--- src/rtl/fetch_queue.sv ---
`default_nettype none
// ============================================================================
// Module      : fetch_queue
// Description : In-order {pc, instruction} prefetch buffer between fetch and
//               decode, with branch-redirect flush.
// Revision    : 1.0 - initial release
// ============================================================================
module fetch_queue #(
    parameter int DEPTH  = 4,
    parameter int PC_W   = 32,
    parameter int INST_W = 32
) (
    input  logic                     clk,
    input  logic                     rst,
    input  logic                     push_valid_i,
    input  logic [PC_W-1:0]          push_pc_i,
    input  logic [INST_W-1:0]        push_inst_i,
    output logic                     push_ready_o,
    output logic                     pop_valid_o,
    output logic [PC_W-1:0]          pop_pc_o,
    output logic [INST_W-1:0]        pop_inst_o,
    input  logic                     stall_i,
    input  logic                     flush_i,
    output logic [$clog2(DEPTH):0]   count_o
);

    localparam int                  c_ADDR_W   = $clog2(DEPTH);
    localparam logic [c_ADDR_W:0]   c_FULL     = (c_ADDR_W + 1)'(DEPTH);
    localparam logic [c_ADDR_W:0]   c_CNT_ONE  = (c_ADDR_W + 1)'(1);
    localparam logic [c_ADDR_W-1:0] c_PTR_ONE  = c_ADDR_W'(1);

    logic [PC_W-1:0]     r_pc_mem   [DEPTH];
    logic [INST_W-1:0]   r_inst_mem [DEPTH];
    logic [c_ADDR_W-1:0] r_rd_ptr;
    logic [c_ADDR_W-1:0] r_wr_ptr;
    logic [c_ADDR_W:0]   r_count;

    logic w_full;
    logic w_empty;
    logic w_push_fire;
    logic w_pop_fire;

    // Ready depends only on the registered count, so fetch never sees a
    // combinational path from decode-side stall or flush.
    assign w_full       = (r_count == c_FULL);
    assign w_empty      = (r_count == '0);
    assign w_push_fire  = push_valid_i & ~w_full & ~flush_i;
    assign w_pop_fire   = ~w_empty & ~stall_i & ~flush_i;

    assign push_ready_o = ~w_full;
    assign pop_valid_o  = ~w_empty;
    assign pop_pc_o     = w_empty ? '0 : r_pc_mem[r_rd_ptr];
    assign pop_inst_o   = w_empty ? '0 : r_inst_mem[r_rd_ptr];
    assign count_o      = r_count;

    // Storage carries no reset; stale slots are masked by the count.
    always_ff @(posedge clk) begin
        if (w_push_fire) begin
            r_pc_mem[r_wr_ptr]   <= push_pc_i;
            r_inst_mem[r_wr_ptr] <= push_inst_i;
        end
    end

    always_ff @(posedge clk or posedge rst) begin
        if (rst) begin
            r_rd_ptr <= '0;
            r_wr_ptr <= '0;
            r_count  <= '0;
        end else if (flush_i) begin
            r_rd_ptr <= '0;
            r_wr_ptr <= '0;
            r_count  <= '0;
        end else begin
            if (w_push_fire) begin
                r_wr_ptr <= r_wr_ptr + c_PTR_ONE;
            end
            if (w_pop_fire) begin
                r_rd_ptr <= r_rd_ptr + c_PTR_ONE;
            end
            if (w_push_fire && !w_pop_fire) begin
                r_count <= r_count + c_CNT_ONE;
            end else if (w_pop_fire && !w_push_fire) begin
                r_count <= r_count - c_CNT_ONE;
            end
        end
    end

endmodule
`default_nettype wire

--- config.mk ---
export PLATFORM = sky130hd
export DESIGN_NAME = fetch_queue
export DESIGN_NICKNAME = d
export VERILOG_FILES = /design/src/rtl/fetch_queue.sv
export SDC_FILE = /design/constraint.sdc
export NUM_CORES = 1
export LEC_CHECK = 0
export CORE_UTILIZATION = 39
export DETAILED_ROUTE_END_ITERATION = 16
export GPL_ROUTABILITY_DRIVEN = 0
export PLACE_DENSITY = 0.62
export SKIP_LAST_GASP = 1
export SYNTH_ARGS = -nofsm -noshare
export SYNTH_HDL_FRONTEND = slang
export SYNTH_SLANG_ARGS = --single-unit
--- constraint.sdc ---
create_clock -name clk -period 3.6 [get_ports clk]
set_input_delay 0.72 -clock clk [delete_from_list [all_inputs] [get_ports clk]]
set_output_delay 0.72 -clock clk [all_outputs]
set_load 0.01 [all_outputs]
==> metrics.yaml, run 1 <==
power_and_ir_drop:
  peakVddDrop_mv: 0.334
  fin_total_pwr_mw: 8.41
  p_leak_nw: 4.12
  power.density_nw_per_um2: 651
clock_tree:
  clock-sinks: 263
  clkSlewWorstSetupHoldPaths_ns: 0.06
  cts_tree: "yes"
  cts_buffers: 27
  clock-root-buffer: "clkbuf_16"
  cts_resized: 0
  clk-insertion-delay-late_ns: 0.52
  ctsHoldBuffers: 0
  cts_max_path_buffers: 3
  cts_max_level: 1
  cts_setup_buffers: 0
global_routing:
  grt_pass1_vias: 5442
  grt_overflow: 0
  antenna_found_initial: 1
  grt_pass1_wl_um: 31100
  grt_usage: 0.155
  grt_max_degree: 48
timing:
  tns_ns: 0
  setup_violations: 0
  tightestPinTransition_ns: 0.501
  rsz0062_at_grt: "false"
  hold_viol: 0
  post-route-period-util: 0.956
  max_freq_mhz: 290
  slew_headroom: 0.666
  post-route-min-period_ns: 3.44
  drv_slew: 0
  fin_skew_ns: 0.0136
  setup_slack_ns: 0.157
route:
  drtPass1Iterations: 4
  wl_per_cell_um: 20.7
  drt_iter0_drc: 312
  viasPerCell: 5.09
  via_count: 4972
  detail-route-antenna-nets: 0
  routed_wl_um: 20200
  drc: 0
floorplan:
  io-pin-count: 138
  chipWidth_um: 164
  die_y_um: 164
  die_area_um2: 26900
  coreArea_um2: 25500
  row_count: 58
  start_util: 0.401
critical_path:
  crit_fanout: 20
  slowest_delay_ns: 0.74
  worstSetupPathType: "flop to output port"
  reg2reg_depth: 8
  worst_setup_path_start_kind: "flop"
  cp-end-kind: "output port"
  worstPathArrival_ns: 2.72
  required_ns: 2.88
  cp_cell_sequence: "buf_12 -> mux4_2 -> and2_1 -> clkdlybuf4s50_1"
  crit_slowest_cell: "dfrtp_4"
final_layout:
  synthToLayoutAreaGrowth_pct: 26.4
  final_cell_mix: "256 x edfxtp_1, 137 x clkdlybuf4s50_1, 64 x mux4_2, 64 x and2_1, 27 x clkbuf_16"
  instances_no_fill: 977
  drive_gt1_frac: 0.195
  antennaDiodeCount: 0
  final_area_um2: 12900
  final_common_cell: "edfxtp_1"
  fin_nets: 702
placement:
  hpwl_um: 12400
  placed_cells: 929
  pre_cts_ws_ns: 0.614
  place_area_um2: 12100
  portBuffers: 137
synth:
  syn_avg_cell_area_um2: 21.8
  yosysSeqAreaShare: 0.769
  synthCells: 470
  synthesis.area_um2: 10200
  synth_top_area_cell: "edfxtp_1"
  synth-edff-count: 256
  ys.flop_type: "edfxtp_1"
  synthArstFlopShare: 0.0266
  ys_ff_latch: 263
  ys_types: 31
  synth_top_area_frac: 0.752
  yosys-top-cells-area: "edfxtp_1 75%, mux4_2 14%, and2_1 4.2%"
  ys.warnings.count: 0
  syn-num-nets: 544
run:
  cap_violations: 0
status:
  outcome: "finished clean"
min_path:
  min_path_type: "input port to async pin"
==> critical path, delay by kind of cell (launching register included) <==
kind	cells	cell delay (ns)
flops	1	0.74
simple gates	1	0.18
buf+inv	2	0.75
mux	1	0.52
==> path summary, 6_finish.rpt <==
kind,slack (ns),from,to
setup / recovery,0.16,r_rd_ptr[0]$_DFFE_PP0P_,pop_inst_o[16]
hold / removal,0.46,rst,count_o[0]$_DFFE_PP0P_
setup reg to reg,1.32,count_o[0]$_DFFE_PP0P_,count_o[2]$_DFFE_PP0P_
hold reg to reg,0.59,r_wr_ptr[1]$_DFFE_PP0P_,r_wr_ptr[1]$_DFFE_PP0P_
max in group asynchronous,2.88,rst,r_rd_ptr[1]$_DFFE_PP0P_
min in group clk,0.59,r_wr_ptr[1]$_DFFE_PP0P_,r_wr_ptr[1]$_DFFE_PP0P_
==> Yosys cell counts, types with 4 or more instances <==
| cell type | count |
|---|---|
| buf_12 | 4 |
| nand2_1 | 5 |
| and2_1 | 68 |
| ha_1 | 4 |
| edfxtp_1 | 256 |
| clkbuf_1 | 8 |
| buf_2 | 9 |
| a21oi_1 | 6 |
| dfrtp_1 | 7 |
| nor2_1 | 4 |
| mux4_2 | 64 |
| inv_1 | 9 |
| o21ai_0 | 5 |
==> where the power goes <==
group	total, mW	internal [mW]	switching [mW]
clock	2.65	1.58	1.07
combinational	2.11	1.20	0.912
sequential	3.65	3.54	0.107
==> kinds of logic after synthesis <==
logic type	count (synthesis)	share of synthesized area
adder cells (fa/ha/maj)	5	0.00685
multiplexers	64	0.141
AO/OA/AOI/OAI	16	0.00942
flip-flops	263	0.769
buffers and inverters	32	0.0203
XOR/XNOR	3	0.00257
AND/OR/NAND/NOR	87	0.0510
==> routing by layer <==
metal / vias to the layer above / part of all wire / track usage / routed length, µm
met1: 2569 / 0.44 / 0.208 / 8890
met3: 36 / 0.053 / 0.0278 / 1060
li1: 2215 / - / - / -
met2: 150 / 0.49 / 0.259 / 9850
met4: 2 / 0.019 / 0.0412 / 392
met5: - / 0.00064 / 0 / 13
==> flip-flops by register name, indices dropped and copies added (netlist names) <==
signal	cells
r_inst_mem	128
r_pc_mem	128
count_o	3
r_rd_ptr	2
r_wr_ptr	2
==> per-stage QoR <==
step / hold slack [ns] / util
after floorplan: 0.523 / -
after global placement: 0.559 / 0.474
after detailed placement: 0.580 / 0.474
after CTS: 0.452 / 0.508
after global routing: 0.489 / 0.508
final: 0.458 / 0.508
==> cell type report <==
class / count / area [µm²]
Fill cell: 2033 / 12500
Sequential cell: 263 / 7870
Multi-Input combinational cell: 175 / 2170
Timing Repair Buffer: 152 / 1600
Clock buffer: 32 / 694
Tap cell: 330 / 413
Clock inverter: 16 / 154
Inverter: 9 / 33.8
No activity file was read; power rests on OpenSTA's default activity.
==> inputs of run 2 (changes only) <==
--- a/config.mk
+++ b/config.mk
@@ -5,10 +5,13 @@
 export SDC_FILE = /design/constraint.sdc
 export NUM_CORES = 1
 export LEC_CHECK = 0
+export ABC_CLOCK_PERIOD_IN_PS = 3600
+export CELL_PAD_IN_SITES_DETAIL_PLACEMENT = 1
+export CELL_PAD_IN_SITES_GLOBAL_PLACEMENT = 1
 export CORE_UTILIZATION = 39
 export DETAILED_ROUTE_END_ITERATION = 16
 export GPL_ROUTABILITY_DRIVEN = 0
-export PLACE_DENSITY = 0.62
+export PLACE_DENSITY = 0.69
 export SKIP_LAST_GASP = 1
 export SYNTH_ARGS = -nofsm -noshare
 export SYNTH_HDL_FRONTEND = slang
==> run 2 against run 1 <==
Compared with the run above:
- sequential power about the same
- first-iteration DRC count down 19%
- critical path depth unchanged
- critical path type unchanged
- largest cell class unchanged
==> metrics.yaml, run 2 (synthesized netlist as in run 1, its figures left out) <==
timing:
  setup_violations: 0  # unchanged
  fin_skew_ns: 0.00826  # was 0.0136 ns
  rsz0062_at_grt: "false"  # unchanged
  hold-worst-slack_ns: 0.473  # was 0.458 ns
  post-route-min-period_ns: 3.38  # was 3.44 ns
  tns_ns: 0  # unchanged
  slew_headroom: 0.679  # was 0.666
  tightestPinTransition_ns: 0.478  # was 0.501 ns
  hold_viol: 0  # unchanged
  drv_slew: 0  # unchanged
  post-route-period-util: 0.939  # was 0.956
  max_freq_mhz: 296  # was 290 MHz
critical_path:
  cp-end-kind: "output port"  # unchanged
  slowest_delay_ns: 0.71  # was 0.74 ns
  crit_fanout: 17  # was 20
  r2r_slack_ns: 1.07  # was 1.32 ns
  cp_cell_sequence: "buf_12 -> mux4_2 -> and2_1 -> clkdlybuf4s50_1"  # unchanged
  r2r-start: "count_o[0]$_DFFE_PP0P_"  # unchanged
  required_ns: 2.88  # about the same
  crit_slowest_cell: "dfrtp_4"  # unchanged
  r2r_end: "count_o[2]$_DFFE_PP0P_"  # unchanged
  reg2reg_depth: 9  # was 8
  worst_setup_path_start_kind: "flop"  # unchanged
  critical_path.top_delay_family: "buffers and inverters"  # unchanged
  crit_buf_inv: 2  # unchanged
  worstSetupPathType: "flop to output port"  # unchanged
  worstPathArrival_ns: 2.66  # was 2.72 ns
final_layout:
  instances_no_fill: 978  # was 977
  fin_nets: 700  # was 702
  drive_gt1_frac: 0.192  # was 0.195
  final_util: 0.507  # was 0.508
  final_cell_mix: "256 x edfxtp_1, 137 x clkdlybuf4s50_1, 64 x mux4_2, 64 x and2_1, 29 x clkbuf_16"  # was 256 x edfxtp_1, 137 x clkdlybuf4s50_1, 64 x mux4_2, 64 x and2_1, 27 x clkbuf_16
  multiInputGateArea_um2: 2170  # unchanged
  final_area_um2: 12900  # about the same
  synthToLayoutAreaGrowth_pct: 26.3  # was 26.4%
  regArea_um2: 7870  # unchanged
  fillers: 2295  # was 2033
  final_common_cell: "edfxtp_1"  # unchanged
power_and_ir_drop:
  peakVddDrop_mv: 0.367  # was 0.334 mV
  p_leak_nw: 4.11  # was 4.12 nW
  power.density_nw_per_um2: 651  # about the same
floorplan:
  start_util: 0.401  # unchanged
  die_y_um: 164  # unchanged
  row_count: 58  # unchanged
  coreArea_um2: 25500  # unchanged
  chipWidth_um: 164  # unchanged
  die_area_um2: 26900  # unchanged
  io-pin-count: 138  # unchanged
run:
  cap_violations: 0  # unchanged
route:
  drtPass1Iterations: 4  # unchanged
  routed_wl_um: 20400  # was 20200 µm
  drt_iter0_drc: 253  # was 312
  detail-route-antenna-nets: 0  # unchanged
  via_count: 4956  # was 4972
  viasPerCell: 5.07  # was 5.09
  drc: 0  # unchanged
  wl_per_cell_um: 20.8  # was 20.7 µm
global_routing:
  grt_usage: 0.156  # was 0.155
  grt_overflow: 0  # unchanged
  grt_pass1_wl_um: 31300  # was 31100 µm
  grt_pass1_vias: 5530  # was 5442
  grt_max_degree: 65  # was 48
  antenna_found_initial: 1  # unchanged
status:
  outcome: "finished clean"  # unchanged
clock_tree:
  cts_resized: 0  # unchanged
  cts_max_level: 1  # unchanged
  clock-sinks: 263  # unchanged
  clock-root-buffer: "clkbuf_16"  # unchanged
  cts_tree: "yes"  # unchanged
  cts_buffers: 28  # was 27
  cts_max_path_buffers: 3  # unchanged
  clk-insertion-delay-late_ns: 0.53  # was 0.52 ns
  ctsHoldBuffers: 0  # unchanged
  clkSlewWorstSetupHoldPaths_ns: 0.06  # about the same
placement:
  hpwl_um: 11900  # was 12400 µm
  place_area_um2: 12000  # was 12100 µm²
  portBuffers: 137  # unchanged
  placed_cells: 925  # was 929
min_path:
  min_path_type: "input port to async pin"  # unchanged
run 2: changes by cell type in the layout (fill, tap and decap cells not counted), sizes merged:
cell,before,now
inv,10,9
clkbuf,32,35
clkinv,11,14
buf,15,12
bufinv,3,1
diode,0,1
run 2: worst max-delay path by stage:
stage | from | endpoint | slack [ns] | depth (start not counted)
global route | count_o[1]$_DFFE_PP0P_ | pop_inst_o[20] | 0.01 | 5
global placement | r_rd_ptr[0]$_DFFE_PP0P_ | pop_pc_o[3] | 0.51 | 4
detailed placement | r_rd_ptr[0]$_DFFE_PP0P_ | pop_inst_o[26] | 0.48 | 4
CTS | r_rd_ptr[0]$_DFFE_PP0P_ | pop_pc_o[28] | 0.13 | 4
floorplan | flush_i | r_inst_mem[0][0]$_DFFE_PP_ | 0.59 | 4
finish | r_rd_ptr[0]$_DFFE_PP0P_ | pop_pc_o[25] | 0.22 | 4
run 2: metal layers:
metal / vias to the layer above / global-route usage / share of wire
li1: 2203 / - / -
met1: 2579 / 0.207 / 0.44
met2: 149 / 0.262 / 0.48
met3: 25 / 0.0351 / 0.061
met4: 0 / 0.0337 / 0.016
met5: - / 0 / 0
run 2: area by class of cell:
cell class | instances | area share
Antenna cell | 1 | 0.000194
Clock buffer | 35 | 0.0579
Clock inverter | 16 | 0.00765
Inverter | 9 | 0.00262
Multi-Input combinational cell | 175 | 0.168
Sequential cell | 263 | 0.609
Tap cell | 330 | 0.0320
Timing Repair Buffer | 149 | 0.123
run 2: where the power goes:
group / switching, mW / internal, mW
combinational: 0.948 / 1.21
sequential: 0.0910 / 3.54
clock: 1.09 / 1.53
total: 2.13 / 6.28
run 2: repair_timing:
action                                  CTS  global route
buffers inserted                          1             0
endpoints found under the setup margin   36             0
hold endpoints to repair                  0             0
run 2: metrics by stage:
step / worst slack [ns] / power (mW)
finish: 0.218 / 8.41
global route: 0.0144 / 8.78
CTS: 0.133 / 8.55
detailed placement: 0.479 / 5.88
global placement: 0.508 / 5.83
floorplan: 0.587 / 4.80
==> inputs of run 3 (changes only) <==
--- a/config.mk
+++ b/config.mk
@@ -9,8 +9,9 @@
 export CELL_PAD_IN_SITES_DETAIL_PLACEMENT = 1
 export CELL_PAD_IN_SITES_GLOBAL_PLACEMENT = 1
 export CORE_UTILIZATION = 39
+export CTS_BUF_LIST = sky130_fd_sc_hd__clkbuf_4 sky130_fd_sc_hd__clkbuf_8 sky130_fd_sc_hd__clkbuf_16
+export CTS_CLUSTER_DIAMETER = 100
 export DETAILED_ROUTE_END_ITERATION = 16
-export GPL_ROUTABILITY_DRIVEN = 0
 export PLACE_DENSITY = 0.69
 export SKIP_LAST_GASP = 1
 export SYNTH_ARGS = -nofsm -noshare
==> run 3 against run 2 <==
Compared with the run above:
- hold slack improved by 0.0013 ns
- utilization increased by 0.088 points
- global-route usage about the same
- via count increased by 0.30%
- critical endpoint is now pop_inst_o[11]
- total power increased by 0.51%
- combinational power about the same
- clock skew increased by 0.00070 ns
- register-to-register slack about the same
- non-clock buffer count unchanged
- cell count unchanged
- highest routed layer unchanged
- critical path type unchanged
==> metrics.yaml, run 3 (synthesized netlist as in run 1, its figures left out) <==
floorplan:
  io-pin-count: 138  # unchanged
  die_area_um2: 26900  # unchanged
  coreArea_um2: 25500  # unchanged
  chipWidth_um: 164  # unchanged
  row_count: 58  # unchanged
  die_y_um: 164  # unchanged
  start_util: 0.401  # unchanged
critical_path:
  cp-end-kind: "output port"  # unchanged
  crit_slowest_cell: "dfrtp_4"  # unchanged
  required_ns: 2.88  # about the same
  crit_fanout: 17  # unchanged
  worstSetupPathType: "flop to output port"  # unchanged
  worstPathArrival_ns: 2.66  # about the same
  critical_path.top_delay_family: "buffers and inverters"  # unchanged
  cp_cell_sequence: "buf_12 -> mux4_2 -> and2_1 -> clkdlybuf4s50_1"  # unchanged
  crit_buf_inv: 2  # unchanged
  slowest_delay_ns: 0.71  # about the same
  worst_setup_path_start_kind: "flop"  # unchanged
final_layout:
  final_cell_mix: "256 x edfxtp_1, 137 x clkdlybuf4s50_1, 64 x mux4_2, 64 x and2_1, 29 x clkbuf_16"  # unchanged
  synthToLayoutAreaGrowth_pct: 26.6  # was 26.3%
  drive_gt1_frac: 0.201  # was 0.192
  multiInputGateArea_um2: 2170  # unchanged
  instances_no_fill: 978  # unchanged
  regArea_um2: 7870  # unchanged
  fillers: 2294  # was 2295
  final_common_cell: "edfxtp_1"  # unchanged
  fin_nets: 700  # unchanged
  final_util: 0.508  # was 0.507
global_routing:
  grt_pass1_vias: 5524  # was 5530
  grt_usage: 0.155  # was 0.156
  grt_max_degree: 65  # unchanged
  grt_pass1_wl_um: 31300  # about the same
  antenna_found_initial: 1  # unchanged
  grt_overflow: 0  # unchanged
route:
  wl_per_cell_um: 20.9  # was 20.8 µm
  detail-route-antenna-nets: 0  # unchanged
  drt_iter0_drc: 248  # was 253
  drc: 0  # unchanged
  viasPerCell: 5.08  # was 5.07
  via_count: 4971  # was 4956
  drtPass1Iterations: 4  # unchanged
  routed_wl_um: 20400  # about the same
clock_tree:
  cts_buffers: 28  # unchanged
  cts_resized: 0  # unchanged
  cts_tree: "yes"  # unchanged
  clock-sinks: 263  # unchanged
  clk-insertion-delay-late_ns: 0.53  # about the same
  clkSlewWorstSetupHoldPaths_ns: 0.06  # about the same
  cts_max_level: 1  # unchanged
  cts_max_path_buffers: 3  # unchanged
  cts_setup_buffers: 1  # unchanged
  clock-root-buffer: "clkbuf_16"  # unchanged
  ctsHoldBuffers: 0  # unchanged
power_and_ir_drop:
  p_clk_frac: 0.316  # was 0.312
  p_leak_nw: 4.13  # was 4.11 nW
  seq_power_share: 0.430  # was 0.432
  p_sw_frac: 0.252  # was 0.253
  power.density_nw_per_um2: 653  # was 651 nW/µm²
  peakVddDrop_mv: 0.365  # was 0.367 mV
  comb_power_share: 0.255  # was 0.256
  p_switching_mw: 2.13  # about the same
  internal_power_mw: 6.33  # was 6.28 mW
placement:
  portBuffers: 137  # unchanged
  placed_cells: 925  # unchanged
  hpwl_um: 11900  # unchanged
  gp_congestion: 0.714
timing:
  drv_slew: 0  # unchanged
  slew_headroom: 0.678  # was 0.679
  post-route-min-period_ns: 3.38  # about the same
  post-route-period-util: 0.940  # was 0.939
  fin_skew_ns: 0.00896  # was 0.00826 ns
  rsz0062_at_grt: "false"  # unchanged
  max_freq_mhz: 295  # was 296 MHz
  tightestPinTransition_ns: 0.479  # was 0.478 ns
  setup_violations: 0  # unchanged
  hold-worst-slack_ns: 0.474  # was 0.473 ns
  tns_ns: 0  # unchanged
  hold_viol: 0  # unchanged
min_path:
  min_path_type: "input port to async pin"  # unchanged
run:
  cap_violations: 0  # unchanged
status:
  outcome: "finished clean"  # unchanged
run 3: cell count changes in the layout (fill, tap and decap cells not counted):
cell      change
clkbuf_4      +6
clkbuf_1      -6
run 3: area by class of cell:
type | instances | area share
clock inverter | 16 | 0.00764
sequential | 263 | 0.608
multi-input combinational | 175 | 0.167
inverter | 9 | 0.00261
tap | 330 | 0.0319
clock buffer | 35 | 0.0596
timing repair buffer | 149 | 0.123
antenna | 1 | 0.000193
run 3: final timing paths:
| kind | from | end | slack, ns | depth (start not counted) |
|---|---|---|---|---|
| max reg2reg | count_o[0]$_DFFE_PP0P_ | count_o[2]$_DFFE_PP0P_ | 1.07 | 9 |
| min in group clk | r_wr_ptr[1]$_DFFE_PP0P_ | r_wr_ptr[1]$_DFFE_PP0P_ | 0.60 | 2 |
| min reg2reg | r_wr_ptr[1]$_DFFE_PP0P_ | r_wr_ptr[1]$_DFFE_PP0P_ | 0.60 | 2 |
| min | rst | count_o[1]$_DFFE_PP0P_ | 0.47 | 2 |
| max in group asynchronous | rst | r_rd_ptr[1]$_DFFE_PP0P_ | 2.86 | 2 |
| max | r_rd_ptr[0]$_DFFE_PP0P_ | pop_inst_o[11] | 0.22 | 4 |
run 3: power groups by stage:
stage	clock [mW]	combinational (mW)	sequential, mW
2_1_floorplan	0	1.15	3.65
3_3_place_gp	0	2.12	3.71
3_5_place_dp	0	2.15	3.73
4_1_cts	2.74	2.21	3.64
5_1_grt	2.85	2.33	3.65
6_report	2.67	2.15	3.63
run 3: per-stage QoR:
stage | setup WS, ns | area, µm² | total power [mW]
2_1_floorplan | 0.587 | 10200 | 4.80
6_report | 0.215 | 12900 | 8.46
3_5_place_dp | 0.479 | 12000 | 5.88
4_1_cts | 0.133 | 12900 | 8.59
5_1_grt | 0.0144 | 12900 | 8.83
3_3_place_gp | 0.508 | 12000 | 5.83
run 3: routing by layer:
metal	up-vias	global-route usage	wire (µm)
met5	-	0	0
met4	0	0.0337	333
met3	25	0.0351	1290
met2	146	0.263	9970
met1	2598	0.206	8810
li1	2202	-	-
